===== src/rtl/pixel_pkg.sv =====
// Shared definitions for the window mask filter: pixel word fields, filter
// modes, coordinate width and the empty bounding box.
package pixel_pkg;

    localparam int unsigned COORD_W   = 13;
    localparam int unsigned RGB_HI    = 27;
    localparam int unsigned RGB_LO    = 4;
    localparam int unsigned BLANK_BIT = 3;
    localparam int unsigned VS_BIT    = 2;
    localparam int unsigned HS_BIT    = 1;
    localparam int unsigned DEC_BIT   = 0;

    typedef enum logic [1:0] {
        MODE_PASS     = 2'b00,
        MODE_ERODE    = 2'b01,
        MODE_DILATE   = 2'b10,
        MODE_MAJORITY = 2'b11
    } mode_e;

    typedef logic [COORD_W-1:0] coord_t;

    typedef struct packed {
        coord_t x_min;
        coord_t x_max;
        coord_t y_min;
        coord_t y_max;
    } bbox_t;

    // Empty box: min at all-ones and max at zero so the first pixel sets both.
    localparam bbox_t BBOX_EMPTY = '{x_min: '1, x_max: '0, y_min: '1, y_max: '0};

    function automatic logic [3:0] popcount9(input logic [8:0] bits);
        logic [3:0] total;
        total = '0;
        for (int unsigned k = 0; k < 9; k++) begin
            total = total + {3'b000, bits[k]};
        end
        return total;
    endfunction

endpackage


===== src/rtl/window_mask_filter_if.sv =====
// Window-side inputs and re-timed video / statistics outputs of the filter.
// The master side feeds taps; the slave side is the filter itself.
interface window_mask_filter_if #(
    parameter int unsigned BUS_SIZE = 28,
    parameter int unsigned CNT_W    = 20
);

    logic                          EN;
    logic [BUS_SIZE-1:0]           win_x0y0, win_x1y0, win_x2y0;
    logic [BUS_SIZE-1:0]           win_x0y1, win_x1y1, win_x2y1;
    logic [BUS_SIZE-1:0]           win_x0y2, win_x1y2, win_x2y2;
    logic [pixel_pkg::COORD_W-1:0] row, col;
    logic [1:0]                    mode;
    logic                          overlay_en;

    logic [7:0]                    R_out, G_out, B_out;
    logic                          BLANK_N_out, VS_out, HS_out;
    logic                          mask_out;
    logic                          frame_valid;
    logic [CNT_W-1:0]              mask_count;
    logic [pixel_pkg::COORD_W-1:0] x_min, x_max, y_min, y_max;

    modport master (
        output EN, win_x0y0, win_x1y0, win_x2y0, win_x0y1, win_x1y1, win_x2y1,
               win_x0y2, win_x1y2, win_x2y2, row, col, mode, overlay_en,
        input  R_out, G_out, B_out, BLANK_N_out, VS_out, HS_out, mask_out,
               frame_valid, mask_count, x_min, x_max, y_min, y_max
    );

    modport slave (
        input  EN, win_x0y0, win_x1y0, win_x2y0, win_x0y1, win_x1y1, win_x2y1,
               win_x0y2, win_x1y2, win_x2y2, row, col, mode, overlay_en,
        output R_out, G_out, B_out, BLANK_N_out, VS_out, HS_out, mask_out,
               frame_valid, mask_count, x_min, x_max, y_min, y_max
    );

endinterface


===== src/rtl/window_mask_filter_stats.sv =====
// Per-frame mask statistics: pixel count and bounding box, latched and
// restarted on each falling edge of the stage-2 vertical sync.
module mask_stats_accum
    import pixel_pkg::*;
#(
    parameter int unsigned CNT_W = 20
) (
    input  logic             clock,
    input  logic             reset_n,
    input  logic             en,
    input  logic             mask,
    input  coord_t           row,
    input  coord_t           col,
    input  logic             vs,
    output logic             frame_valid,
    output logic [CNT_W-1:0] mask_count,
    output coord_t           x_min,
    output coord_t           x_max,
    output coord_t           y_min,
    output coord_t           y_max
);

    logic             vs_q;
    logic             frame_end;
    logic [CNT_W-1:0] acc_cnt, cnt_base, cnt_nxt;
    bbox_t            acc_box, box_base, box_nxt;

    // The pixel arriving with the VS fall opens the new frame, so it merges
    // into the freshly emptied accumulator rather than the one being reported.
    always_comb begin
        frame_end = en & vs_q & ~vs;
        cnt_base  = frame_end ? '0 : acc_cnt;
        box_base  = frame_end ? BBOX_EMPTY : acc_box;
        cnt_nxt   = cnt_base;
        box_nxt   = box_base;
        if (mask) begin
            if (cnt_base != '1) cnt_nxt = cnt_base + CNT_W'(1);
            if (col < box_base.x_min) box_nxt.x_min = col;
            if (col > box_base.x_max) box_nxt.x_max = col;
            if (row < box_base.y_min) box_nxt.y_min = row;
            if (row > box_base.y_max) box_nxt.y_max = row;
        end
    end

    always_ff @(posedge clock or negedge reset_n) begin
        if (!reset_n) begin
            vs_q        <= 1'b1;
            acc_cnt     <= '0;
            acc_box     <= BBOX_EMPTY;
            frame_valid <= 1'b0;
            mask_count  <= '0;
            x_min       <= '0;
            x_max       <= '0;
            y_min       <= '0;
            y_max       <= '0;
        end else begin
            frame_valid <= frame_end;
            if (en) begin
                vs_q    <= vs;
                acc_cnt <= cnt_nxt;
                acc_box <= box_nxt;
                if (frame_end) begin
                    mask_count <= acc_cnt;
                    x_min      <= acc_box.x_min;
                    x_max      <= acc_box.x_max;
                    y_min      <= acc_box.y_min;
                    y_max      <= acc_box.y_max;
                end
            end
        end
    end

endmodule


===== src/rtl/window_mask_filter.sv =====
// 3x3 binary morphology on the decision bits of a pixel window, re-timed VGA
// output with optional mask overlay, and per-frame mask statistics.
module window_mask_filter
    import pixel_pkg::*;
#(
    parameter int unsigned BUS_SIZE  = 28,
    parameter int unsigned MAJ_THRES = 5,
    parameter int unsigned CNT_W     = 20,
    parameter logic [23:0] OVL_RGB   = 24'hFF00FF
) (
    input logic                 clock,
    input logic                 reset_n,
    window_mask_filter_if.slave bus
);

    localparam logic [3:0] MAJ_T = 4'(MAJ_THRES);

    logic [BUS_SIZE-1:0] taps [9];
    logic [8:0]          eff;
    logic                unused_tap_bits;

    assign taps[0] = bus.win_x0y0;
    assign taps[1] = bus.win_x1y0;
    assign taps[2] = bus.win_x2y0;
    assign taps[3] = bus.win_x0y1;
    assign taps[4] = bus.win_x1y1;
    assign taps[5] = bus.win_x2y1;
    assign taps[6] = bus.win_x0y2;
    assign taps[7] = bus.win_x1y2;
    assign taps[8] = bus.win_x2y2;

    // Blanked taps count as clear, so erode trims the active-area border.
    always_comb begin
        eff             = '0;
        unused_tap_bits = 1'b0;
        for (int unsigned k = 0; k < 9; k++) begin
            eff[k] = taps[k][DEC_BIT] & taps[k][BLANK_BIT];
            if (k != 4) begin
                unused_tap_bits = unused_tap_bits ^
                    (^{taps[k][RGB_HI:RGB_LO], taps[k][VS_BIT], taps[k][HS_BIT]});
            end
        end
    end

    logic [3:0]  s1_cnt;
    logic        s1_ctr;
    logic [23:0] s1_rgb;
    logic        s1_blank, s1_vs, s1_hs;
    coord_t      s1_row, s1_col;

    always_ff @(posedge clock or negedge reset_n) begin
        if (!reset_n) begin
            s1_cnt   <= '0;
            s1_ctr   <= 1'b0;
            s1_rgb   <= '0;
            s1_blank <= 1'b0;
            s1_vs    <= 1'b1;
            s1_hs    <= 1'b1;
            s1_row   <= '0;
            s1_col   <= '0;
        end else if (bus.EN) begin
            s1_cnt   <= popcount9(eff);
            s1_ctr   <= eff[4];
            s1_rgb   <= taps[4][RGB_HI:RGB_LO];
            s1_blank <= taps[4][BLANK_BIT];
            s1_vs    <= taps[4][VS_BIT];
            s1_hs    <= taps[4][HS_BIT];
            s1_row   <= bus.row;
            s1_col   <= bus.col;
        end
    end

    mode_e       mode_s;
    logic        filt, mask_nxt;
    logic [23:0] rgb_nxt;

    assign mode_s = mode_e'(bus.mode);

    always_comb begin
        filt = 1'b0;
        unique case (mode_s)
            MODE_PASS:     filt = s1_ctr;
            MODE_ERODE:    filt = (s1_cnt == 4'd9);
            MODE_DILATE:   filt = (s1_cnt != 4'd0);
            MODE_MAJORITY: filt = (s1_cnt >= MAJ_T);
        endcase
        mask_nxt = filt & s1_blank;
        rgb_nxt  = (bus.overlay_en & mask_nxt) ? OVL_RGB : s1_rgb;
    end

    logic [23:0] out_rgb;
    logic        out_blank, out_vs, out_hs, out_mask;

    always_ff @(posedge clock or negedge reset_n) begin
        if (!reset_n) begin
            out_rgb   <= '0;
            out_blank <= 1'b0;
            out_vs    <= 1'b1;
            out_hs    <= 1'b1;
            out_mask  <= 1'b0;
        end else if (bus.EN) begin
            out_rgb   <= rgb_nxt;
            out_blank <= s1_blank;
            out_vs    <= s1_vs;
            out_hs    <= s1_hs;
            out_mask  <= mask_nxt;
        end
    end

    assign bus.R_out       = out_rgb[23:16];
    assign bus.G_out       = out_rgb[15:8];
    assign bus.B_out       = out_rgb[7:0];
    assign bus.BLANK_N_out = out_blank;
    assign bus.VS_out      = out_vs;
    assign bus.HS_out      = out_hs;
    assign bus.mask_out    = out_mask;

    logic             st_valid;
    logic [CNT_W-1:0] st_count;
    coord_t           st_xmin, st_xmax, st_ymin, st_ymax;

    mask_stats_accum #(
        .CNT_W (CNT_W)
    ) u_stats (
        .clock       (clock),
        .reset_n     (reset_n),
        .en          (bus.EN),
        .mask        (mask_nxt),
        .row         (s1_row),
        .col         (s1_col),
        .vs          (s1_vs),
        .frame_valid (st_valid),
        .mask_count  (st_count),
        .x_min       (st_xmin),
        .x_max       (st_xmax),
        .y_min       (st_ymin),
        .y_max       (st_ymax)
    );

    assign bus.frame_valid = st_valid;
    assign bus.mask_count  = st_count;
    assign bus.x_min       = st_xmin;
    assign bus.x_max       = st_xmax;
    assign bus.y_min       = st_ymin;
    assign bus.y_max       = st_ymax;

endmodule


===== src/flat_wrapper.sv =====
// flat-port wrapper written by rule: the top's interface ports become plain ports
module window_mask_filter_flat import pixel_pkg::*;
#(
    parameter int unsigned BUS_SIZE  = 28,
    parameter int unsigned MAJ_THRES = 5,
    parameter int unsigned CNT_W     = 20,
    parameter logic [23:0] OVL_RGB   = 24'hFF00FF
)
  (clock, reset_n, bus_EN, bus_win_x0y0, bus_win_x1y0, bus_win_x2y0, bus_win_x0y1, bus_win_x1y1, bus_win_x2y1, bus_win_x0y2, bus_win_x1y2, bus_win_x2y2, bus_row, bus_col, bus_mode, bus_overlay_en, bus_R_out, bus_G_out, bus_B_out, bus_BLANK_N_out, bus_VS_out, bus_HS_out, bus_mask_out, bus_frame_valid, bus_mask_count, bus_x_min, bus_x_max, bus_y_min, bus_y_max);
  window_mask_filter_if #(.BUS_SIZE(BUS_SIZE), .CNT_W(CNT_W)) bus_i ();
  input logic clock;
  input logic reset_n;
  input wire logic [$bits(bus_i.EN)-1:0] bus_EN;
  input wire logic [$bits(bus_i.win_x0y0)-1:0] bus_win_x0y0;
  input wire logic [$bits(bus_i.win_x1y0)-1:0] bus_win_x1y0;
  input wire logic [$bits(bus_i.win_x2y0)-1:0] bus_win_x2y0;
  input wire logic [$bits(bus_i.win_x0y1)-1:0] bus_win_x0y1;
  input wire logic [$bits(bus_i.win_x1y1)-1:0] bus_win_x1y1;
  input wire logic [$bits(bus_i.win_x2y1)-1:0] bus_win_x2y1;
  input wire logic [$bits(bus_i.win_x0y2)-1:0] bus_win_x0y2;
  input wire logic [$bits(bus_i.win_x1y2)-1:0] bus_win_x1y2;
  input wire logic [$bits(bus_i.win_x2y2)-1:0] bus_win_x2y2;
  input wire logic [$bits(bus_i.row)-1:0] bus_row;
  input wire logic [$bits(bus_i.col)-1:0] bus_col;
  input wire logic [$bits(bus_i.mode)-1:0] bus_mode;
  input wire logic [$bits(bus_i.overlay_en)-1:0] bus_overlay_en;
  output wire logic [$bits(bus_i.R_out)-1:0] bus_R_out;
  output wire logic [$bits(bus_i.G_out)-1:0] bus_G_out;
  output wire logic [$bits(bus_i.B_out)-1:0] bus_B_out;
  output wire logic [$bits(bus_i.BLANK_N_out)-1:0] bus_BLANK_N_out;
  output wire logic [$bits(bus_i.VS_out)-1:0] bus_VS_out;
  output wire logic [$bits(bus_i.HS_out)-1:0] bus_HS_out;
  output wire logic [$bits(bus_i.mask_out)-1:0] bus_mask_out;
  output wire logic [$bits(bus_i.frame_valid)-1:0] bus_frame_valid;
  output wire logic [$bits(bus_i.mask_count)-1:0] bus_mask_count;
  output wire logic [$bits(bus_i.x_min)-1:0] bus_x_min;
  output wire logic [$bits(bus_i.x_max)-1:0] bus_x_max;
  output wire logic [$bits(bus_i.y_min)-1:0] bus_y_min;
  output wire logic [$bits(bus_i.y_max)-1:0] bus_y_max;
  assign bus_i.EN = bus_EN;
  assign bus_i.win_x0y0 = bus_win_x0y0;
  assign bus_i.win_x1y0 = bus_win_x1y0;
  assign bus_i.win_x2y0 = bus_win_x2y0;
  assign bus_i.win_x0y1 = bus_win_x0y1;
  assign bus_i.win_x1y1 = bus_win_x1y1;
  assign bus_i.win_x2y1 = bus_win_x2y1;
  assign bus_i.win_x0y2 = bus_win_x0y2;
  assign bus_i.win_x1y2 = bus_win_x1y2;
  assign bus_i.win_x2y2 = bus_win_x2y2;
  assign bus_i.row = bus_row;
  assign bus_i.col = bus_col;
  assign bus_i.mode = bus_mode;
  assign bus_i.overlay_en = bus_overlay_en;
  assign bus_R_out = bus_i.R_out;
  assign bus_G_out = bus_i.G_out;
  assign bus_B_out = bus_i.B_out;
  assign bus_BLANK_N_out = bus_i.BLANK_N_out;
  assign bus_VS_out = bus_i.VS_out;
  assign bus_HS_out = bus_i.HS_out;
  assign bus_mask_out = bus_i.mask_out;
  assign bus_frame_valid = bus_i.frame_valid;
  assign bus_mask_count = bus_i.mask_count;
  assign bus_x_min = bus_i.x_min;
  assign bus_x_max = bus_i.x_max;
  assign bus_y_min = bus_i.y_min;
  assign bus_y_max = bus_i.y_max;
  window_mask_filter #(.BUS_SIZE(BUS_SIZE), .MAJ_THRES(MAJ_THRES), .CNT_W(CNT_W), .OVL_RGB(OVL_RGB)) u_core (.clock(clock), .reset_n(reset_n), .bus(bus_i));
endmodule

===== config.mk =====
export PLATFORM = sky130hd
export DESIGN_NAME = window_mask_filter_flat
export DESIGN_NICKNAME = d
export VERILOG_FILES = /design/src/rtl/pixel_pkg.sv /design/src/rtl/window_mask_filter_if.sv /design/src/rtl/window_mask_filter_stats.sv /design/src/rtl/window_mask_filter.sv /design/src/flat_wrapper.sv
export SDC_FILE = /design/constraint.sdc
export NUM_CORES = 1
export LEC_CHECK = 0
export ABC_CLOCK_PERIOD_IN_PS = 3900
export CAP_MARGIN = 20
export CORE_UTILIZATION = 45
export CTS_CLUSTER_SIZE = 14
export DETAILED_ROUTE_END_ITERATION = 10
export GPL_TIMING_DRIVEN = 0
export PLACE_DENSITY_LB_ADDON = 0.2
export SLEW_MARGIN = 5
export SYNTH_ARGS = -nofsm -noshare
export SYNTH_HDL_FRONTEND = slang
export SYNTH_SLANG_ARGS = --single-unit

===== constraint.sdc =====
create_clock -name clock -period 3.9 [get_ports clock]
set_input_delay 0.585 -clock clock [delete_from_list [all_inputs] [get_ports clock]]
set_output_delay 0.585 -clock clock [all_outputs]
set_load 0.01 [all_outputs]

==> results of run 1 <==
-- area by class of cell --
| cell class | instances | share of cell area (%) |
|---|---|---|
| Timing Repair Buffer | 178 | 13.48 |
| Clock buffer | 37 | 5.259 |
| Buffer | 45 | 1.454 |
| Multi-Input combinational cell | 695 | 31.92 |
| Tap cell | 285 | 2.639 |
| Sequential cell | 231 | 43.06 |
| Clock inverter | 8 | 1.065 |
| Inverter | 40 | 1.130 |
-- logic make-up (layout without fill, tap and decap cells) --
logic type      count (synthesis)  after routing
simple gates                  420            420
mux                            73             73
compound gates                126            126
fa+ha+maj                      62             62
buf+inv                        85            308
xor+xnor                       14             14
flops                         231            231
-- power by group through the flow --
stage,clock network [mW],logic (mW),registers (mW)
floorplan,0,1.10,3.55
CTS,2.52,2.33,3.48
finish,2.48,2.30,3.48
detailed placement,0,2.30,3.52
global placement,0,2.25,3.52
global route,2.63,2.60,3.56
-- per-stage QoR --
step | util (%) | hold slack (ps) | total power [mW] | worst slack [ps] | std cells
final | 59.50 | 470.4 | 8.269 | 215.8 | 1519
after global routing | 59.50 | 489.7 | 8.794 | 19.40 | 1519
after global placement | 55.41 | 444.5 | 5.762 | -7548 | 1471
after floorplan | - | 289.4 | 4.651 | 220.8 | 1011
after CTS | 59.48 | 463.7 | 8.341 | 36.38 | 1519
after detailed placement | 55.67 | 427.9 | 5.821 | -319.0 | 1473
-- layer usage --
layer	share of wire [%]	wire length, microns	vias to the layer above
li1	-	-	3810
met1	45	11680	3835
met5	0.050	13	-
met2	44	11510	225
met3	8.9	2314	41
met4	2.3	614	2
-- cells in the mapped netlist, drive strengths merged (2+ instances only) --
cell type / number
a211oi: 4
a21boi: 2
a21o: 6
a21oi: 29
a221o: 3
a221oi: 2
a22o: 8
a31o: 2
a31oi: 2
and2: 12
and3: 9
and4: 4
buf: 17
clkbuf: 28
dfrtp: 201
dfstp: 30
fa: 5
ha: 57
inv: 40
mux2: 34
mux2i: 39
nand2: 299
nand2b: 4
nand3: 13
nand4: 14
nor2: 51
nor2b: 3
nor3: 4
o211ai: 3
o21ai: 40
o21bai: 2
o221ai: 2
o22a: 16
or4: 2
xnor2: 2
xor2: 12
-- critical path, stage by stage, from the launching register on --
cell      delay [ps]
dfstp_2          540
nand3b_4         220
clkbuf_1         470
nand2_1          160
ha_1             320
and4_1           200
and3_1           220
a221oi_1          90
a21boi_0         180
a311oi_1         520
buf_2            430
mux2i_1          240
-- worst paths after layout --
check	endpoint	depth (start not counted)
setup / recovery	u_core.u_stats.acc_box[30]	11
hold / removal	u_core.u_stats.mask_count[12]	2
setup reg to reg	u_core.u_stats.acc_box[30]	11
hold reg to reg	u_core.u_stats.mask_count[12]	2
max in group asynchronous	u_core.u_stats.acc_box[20]	4
min in group asynchronous	u_core.u_stats.mask_count[15]	2
-- state kept, by name, summed over array words and instances, names as in the netlist, 4 cells and up --
register / cells
u_core.u_stats.mask_count: 20
u_core.u_stats.y_max: 13
u_core.s1_col: 13
u_core.s1_cnt: 4
u_core.u_stats.y_min: 13
u_core.u_stats.x_min: 13
u_core.out_rgb: 24
u_core.s1_rgb: 24
u_core.u_stats.acc_cnt: 20
u_core.u_stats.acc_box: 52
u_core.u_stats.x_max: 13
u_core.s1_row: 13
-- what timing repair did --
item,CTS,global route
endpoints found under the hold margin,20,0
pin swaps,0,0
setup endpoints to repair,10,31
gates resized for setup,1,8
hold buffers,1,0
==> reports/results.tsv, run 1 <==
stage	metric	value	unit
placed_design	Post-DP HPWL	18750	microns
clock_tree	post-CTS setup buffers	0	
synth	Syn Area/Cell	10.36	sq um
synth	most used flip-flop cell after synthesis	dfrtp_1	
sta	Final Max Tran Viols	0	
final_layout	most frequent cells in the layout	nand2_1, dfrtp_1, clkdlybuf4s50_1	
detailed_routing	detailed-route via count	7913	
final_layout	NumNets Final	1562	
sta	crit path time final	3684	ps
grt	global-route track usage on met3	8.126	%
synth	number of flops mapped to enable cells by yosys	0	
pwr	switching fraction of total power	30.15	%
grt	GRT Overall Usage	22.79	%
pwr	Psw	2.494	mW
placed_design	Area after DPL	12640	sq um
floorplan	chip width	154.6	microns
floorplan	area of the core	22710	sq um
synth	Async SR Flop Fraction	100.0	%
grt	met1 GRT Util	30.16	%
detailed_routing	DR WL/cell	17.20	microns
clock_tree	H-tree levels	1	
pwr	Clk pwr share	30.0	%
placed_design	PortBufs	175	
clock_tree	CTS Sinks	231	
synth	Synth top area share	48.02	%
grt	global route overflow	0	
synth	Syn Nets	1357	
detailed_routing	DRT Pass-1 Iters	5	
floorplan	die area	23890	sq um
pwr	Seq pwr share	42.1	%
worst_setup_path	CP endpoint kind	flip-flop	
synth	post-synthesis compound-gate area fraction	7.908	%
detailed_routing	# DRC	0	
synth	sequential element share of the synthesized area	55.55	%
grt	gr busiest metal	met2	
detailed_routing	initial DRC count	413	
grt	met2 usage	35.55	%
synth	Yosys top cell by area	dfrtp_1	
worst_setup_path	Crit path required time	4340	ps
synth	Cell Area, Synth	10470	sq um
pwr	Worst VDD drop	0.3181	mV
worst_setup_path	CP Max Fanout	10	
worst_setup_path	r2r setup slk	220	ps
pwr	Power Density	612.0	nW/um^2
sta	Final setup viols	0	
pwr	Pint	5.776	mW
sta	Slew @ Worst Pin	1007	ps
clock_tree	Reg clk slew, reported paths	70	ps
synth	#FFs+latches synth	231	
synth	Synth Instances	1011	
detailed_routing	final WL	26130	microns
sta	RSZ-0062 raised after global routing	no	
clock_tree	clk buf depth	3	
final_layout	design area	13510	sq um
worst_setup_path	Startpoint Class	flip-flop	
synth	most area-consuming cells after synthesis	dfrtp_1, nand2_1, dfstp_2, ha_1, mux2i_1	
outcome	status	completed	
sta	Fmax	0.2714	GHz
clock_tree	clock buffer count from CTS	25	
synth	largest family of logic cells by synthesized area	simple AND/OR/NAND/NOR gates	
final_layout	antenna cells	0	
placed_design	routability cong.	0.8535	
worst_setup_path	arrival time worst endpoint	4120	ps
synth	Synth Warn #	0	
min_path	worst min-delay path class	flip-flop to flip-flop	
floorplan	row cnt	55	
clock_tree	clk_lat worst skew	520	ps
sta	Fin. Hold Viols	0	
worst_setup_path	worst reg2reg startpoint	u_core.s1_vs	
clock_tree	CTS tree	built	
final_layout	P&R area growth vs syn	29.02	%
grt	first-pass GRT wire length	42880	microns
grt	vias in the first global route	8257	
final_layout	commonest non-fill, non-tap cell in the layout	nand2_1	
final_layout	layout cell share with drive strength beyond 1	10.05	%
grt	largest net degree at the start of global routing	109	
final_layout	FF/Latch Area	5818	sq um
synth	multiplexer share of the synthesized area	7.383	%
detailed_routing	via/cell ratio	5.209	
worst_setup_path	CP startpoint	u_core.s1_vs	
floorplan	Starting Density	46.12	%
floorplan	chip height	154.6	microns
sta	Slew HR	31.92	%
final_layout	number of fill cells	1968	
final_layout	area of the multi-input gates	4313	sq um
floorplan	I/O Pins	385	
synth	XOR/XNOR share of the synthesized area	1.171	%
job	Max Cap Viol	0	
worst_setup_path	Crit Path Class	flip-flop to flip-flop	
min_path	hold wc startpoint	u_core.u_stats.mask_count[12]	
synth	Post-Synth Adder-Cell Area	7.765	%
sta	Setup TNS	0	ps
clock_tree	CTS Root Cell	clkbuf_16	
sta	Clock Skews	21.36	ps
synth	post-synthesis simple-gate area fraction	16.95	%
detailed_routing	number of routed nets with antenna violations	0	
pwr	Comb power frac	27.9	%
grt	initial antenna violation count	1	
sta	final period utilization	94.47	%
synth	Distinct cells, synth	52	
pwr	Leak Pwr	6.413	nW
Note: power is estimated with default switching activity, not from simulation.
==> inputs of run 2 (changes only) <==
--- a/config.mk
+++ b/config.mk
@@ -6,7 +6,7 @@
 export NUM_CORES = 1
 export LEC_CHECK = 0
 export ABC_CLOCK_PERIOD_IN_PS = 3900
-export CAP_MARGIN = 20
+export CORE_MARGIN = 2
 export CORE_UTILIZATION = 45
 export CTS_CLUSTER_SIZE = 14
 export DETAILED_ROUTE_END_ITERATION = 10
==> run 2 against run 1 <==
Sequential power barely moved. Worst setup slack better by 28 ps. First-iteration DRC count fell by 1.5%. Combinational power barely moved. Clock power rose by 5%.
==> reports/results.tsv, run 2 (synthesis results as in run 1) <==
stage	metric	value	unit	change
outcome	status	completed		unchanged
clock_tree	CTS Root Cell	clkbuf_16		unchanged
floorplan	row cnt	55		unchanged
final_layout	design area	13620	sq um	was 13510 sq um
sta	hold_ws	461.2	ps	was 470.4 ps
sta	Slew @ Worst Pin	1138	ps	was 1007 ps
worst_setup_path	R2R Path End	u_core.u_stats.acc_box[21]		was u_core.u_stats.acc_box[30]
detailed_routing	via/cell ratio	5.072		was 5.209
sta	final period utilization	93.75	%	was 94.47%
clock_tree	CTS tree	built		unchanged
clock_tree	Reg clk slew, reported paths	60	ps	was 70 ps
placed_design	Post-DP HPWL	19170	microns	was 18750 microns
worst_setup_path	Critical Path Max Stage Delay	550	ps	was 540 ps
pwr	Leak Pwr	6.446	nW	was 6.413 nW
pwr	Clk pwr share	31.0	%	was 30.0%
final_layout	NumNets Final	1563		was 1562
worst_setup_path	arrival time worst endpoint	4060	ps	was 4120 ps
worst_setup_path	worst reg2reg startpoint	u_core.bus.VS_out		was u_core.s1_vs
worst_setup_path	CP Buf/Inv Count	4		was 2
pwr	Seq pwr share	41.6	%	was 42.1%
sta	Slew HR	23.11	%	was 31.92%
pwr	Psw	2.495	mW	was 2.494 mW
grt	vias in the first global route	8128		was 8257
final_layout	number of fill cells	1946		was 1968
worst_setup_path	r2r setup slk	370	ps	was 220 ps
clock_tree	clk buf depth	3		unchanged
placed_design	Placed Cells incl. Taps	1501		was 1473
worst_setup_path	CP startpoint	bus_win_x1y0[0]		was u_core.s1_vs
sta	Fin. Hold Viols	0		unchanged
detailed_routing	detailed-route via count	7862		was 7913
detailed_routing	number of routed nets with antenna violations	0		unchanged
job	Max Cap Viol	0		unchanged
floorplan	area of the core	22780	sq um	was 22710 sq um
sta	RSZ-0062 raised after global routing	no		unchanged
pwr	Comb power frac	27.4	%	was 27.9%
sta	Fmax	0.2735	GHz	was 0.2714 GHz
pwr	Power Density	616.1	nW/um^2	was 612.0 nW/um^2
final_layout	max FFs per register	52		unchanged
detailed_routing	# DRC	0		unchanged
pwr	Pint	5.894	mW	was 5.776 mW
worst_setup_path	most frequent CP cell	fa_1		
grt	first-pass GRT wire length	42680	microns	was 42880 microns
detailed_routing	DR WL/cell	16.94	microns	was 17.20 microns
worst_setup_path	delay-heaviest family, CP	adder cells		was buffers and inverters
placed_design	Area after DPL	12680	sq um	was 12640 sq um
grt	GRT Overall Usage	22.07	%	was 22.79%
pwr	switching fraction of total power	29.74	%	was 30.15%
sta	Setup TNS	0	ps	unchanged
floorplan	chip height	156.6	microns	was 154.6 microns
clock_tree	clk_lat worst skew	520	ps	about the same
floorplan	chip width	156.6	microns	was 154.6 microns
sta	Final Max Tran Viols	0		unchanged
sta	Final setup viols	0		unchanged
sta	Clock Skews	5.862	ps	was 21.36 ps
sta	crit path time final	3656	ps	was 3684 ps
final_layout	Layout Utilization	59.77	%	was 59.50%
grt	largest net degree at the start of global routing	115		was 109
worst_setup_path	CP Max Fanout	2		was 10
worst_setup_path	slowest CP cell	fa_1		was dfstp_2
floorplan	I/O Pins	385		unchanged
final_layout	commonest non-fill, non-tap cell in the layout	nand2_1		unchanged
detailed_routing	initial DRC count	407		was 413
worst_setup_path	CP cell instances	clkdlybuf4s50_1, and2_1, ha_1, inv_1, fa_1, fa_1, inv_1, fa_1, ha_1, inv_1, fa_1, xnor2_1, mux2_2		was nand3b_4, clkbuf_1, nand2_1, ha_1, and4_1, and3_1, a221oi_1, a21boi_0, a311oi_1, buf_2, mux2i_1
detailed_routing	DRT Pass-1 Iters	4		was 5
clock_tree	post-CTS setup buffers	0		unchanged
clock_tree	H-tree levels	1		unchanged
final_layout	post-route insts no fill	1550		was 1519
min_path	worst min-delay path class	primary input to asynchronous set/reset pin		was flip-flop to flip-flop
worst_setup_path	Startpoint Class	primary input		was flip-flop
final_layout	most frequent cells in the layout	nand2_1, dfrtp_1, clkdlybuf4s50_1		unchanged
clock_tree	CTS Sinks	231		unchanged
grt	initial antenna violation count	0		was 1
placed_design	routability cong.	0.8593		was 0.8535
placed_design	PortBufs	175		unchanged
worst_setup_path	Crit path required time	4300	ps	was 4340 ps
final_layout	Top reg by flops	u_core.u_stats.acc_box		unchanged
final_layout	largest registers	u_core.u_stats.acc_box (52), u_core.out_rgb (24), u_core.s1_rgb (24)		unchanged
worst_setup_path	Crit Path Class	primary input to flip-flop		was flip-flop to flip-flop
grt	global route overflow	0		unchanged
floorplan	die area	24510	sq um	was 23890 sq um
final_layout	P&R area growth vs syn	30.00	%	was 29.02%
worst_setup_path	CP endpoint kind	flip-flop		unchanged
worst_setup_path	cells on worst reg2reg path	12		was 11
final_layout	layout cell share with drive strength beyond 1	10.28	%	was 10.05%
pwr	Worst VDD drop	0.3725	mV	was 0.3181 mV
floorplan	Starting Density	45.98	%	was 46.12%
detailed_routing	final WL	26260	microns	was 26130 microns
clock_tree	clock buffer count from CTS	26		was 25
[run 2: changes by cell type in the layout (fill, tap and decap cells not counted)]
cell	before	now
clkbuf_16	25	27
clkbuf_2	4	3
inv_6	1	0
diode_2	0	1
clkinv_2	3	4
clkbuf_8	4	6
clkbuf_1	32	31
[run 2: per-stage QoR]
| step | total power, mW | setup slack, ps |
|---|---|---|
| 5_1_grt | 8.922 | 71.29 |
| 2_1_floorplan | 4.651 | 220.8 |
| 4_1_cts | 8.470 | 101.3 |
| 6_report | 8.388 | 243.6 |
| 3_5_place_dp | 5.830 | -298.2 |
| 3_3_place_gp | 5.762 | -7578 |
[run 2: area by class of cell]
class / count / area [sq um] / area share, %
clock buffers: 39 / 780.7 / 5.734
well taps: 313 / 391.6 / 2.876
inverters: 40 / 152.6 / 1.121
flip-flops and latches: 231 / 5818 / 42.73
clock inverters: 8 / 140.1 / 1.029
diodes: 1 / 2.502 / 0.01838
multi-input cells: 695 / 4313 / 31.68
repair buffers: 178 / 1822 / 13.38
plain buffers: 45 / 195.2 / 1.434
[run 2: worst register-to-register path, stage by stage (launching register included)]
cell and delay [ps]:
dfstp_2 570, nand3b_4 180, inv_4 180, clkbuf_1 470, nor2_1 130, ha_1 340
nand4_1 110, a211oi_1 310, o21ai_0 130, nand4_1 320, clkbuf_1 470, nor2_1 100
a21oi_1 140
[run 2: per-layer routing]
metal | share of wire, % | wire length, microns | global-route usage, % | vias to the layer above
li1 | - | - | - | 3817
met1 | 45 | 11770 | 29.54 | 3794
met2 | 44 | 11580 | 34.26 | 217
met3 | 9.2 | 2422 | 7.865 | 34
met4 | 1.9 | 492 | 5.810 | 0
met5 | 0 | 0 | 0 | -
[run 2: timing repair]
item | CTS | global route
hold endpoints to repair | 11 | 0
setup endpoints to repair | 7 | 20
gates resized for setup | 1 | 6
hold buffers | 1 | 0
[run 2: how the worst max path moves through the flow]
stage | endpoint | slack (ps) | cells after the start
after floorplan | u_core.s1_cnt[2] | 220 | 12
after global placement | u_core.s1_rgb[12] | -7580 | 1
after detailed placement | u_core.s1_cnt[2] | -300 | 13
after CTS | u_core.u_stats.acc_box[33] | 100 | 11
after global routing | u_core.s1_cnt[2] | 70 | 13
final | u_core.s1_cnt[2] | 240 | 13
[run 2: power by group through the flow]
stage               Combinational (mW)  Clock [mW]  Sequential, mW
floorplan                         1.10           0            3.55
global placement                  2.25           0            3.51
detailed placement                2.31           0            3.52
CTS                               2.33        2.65            3.49
global route                      2.59        2.77            3.56
finish                            2.30        2.60            3.49
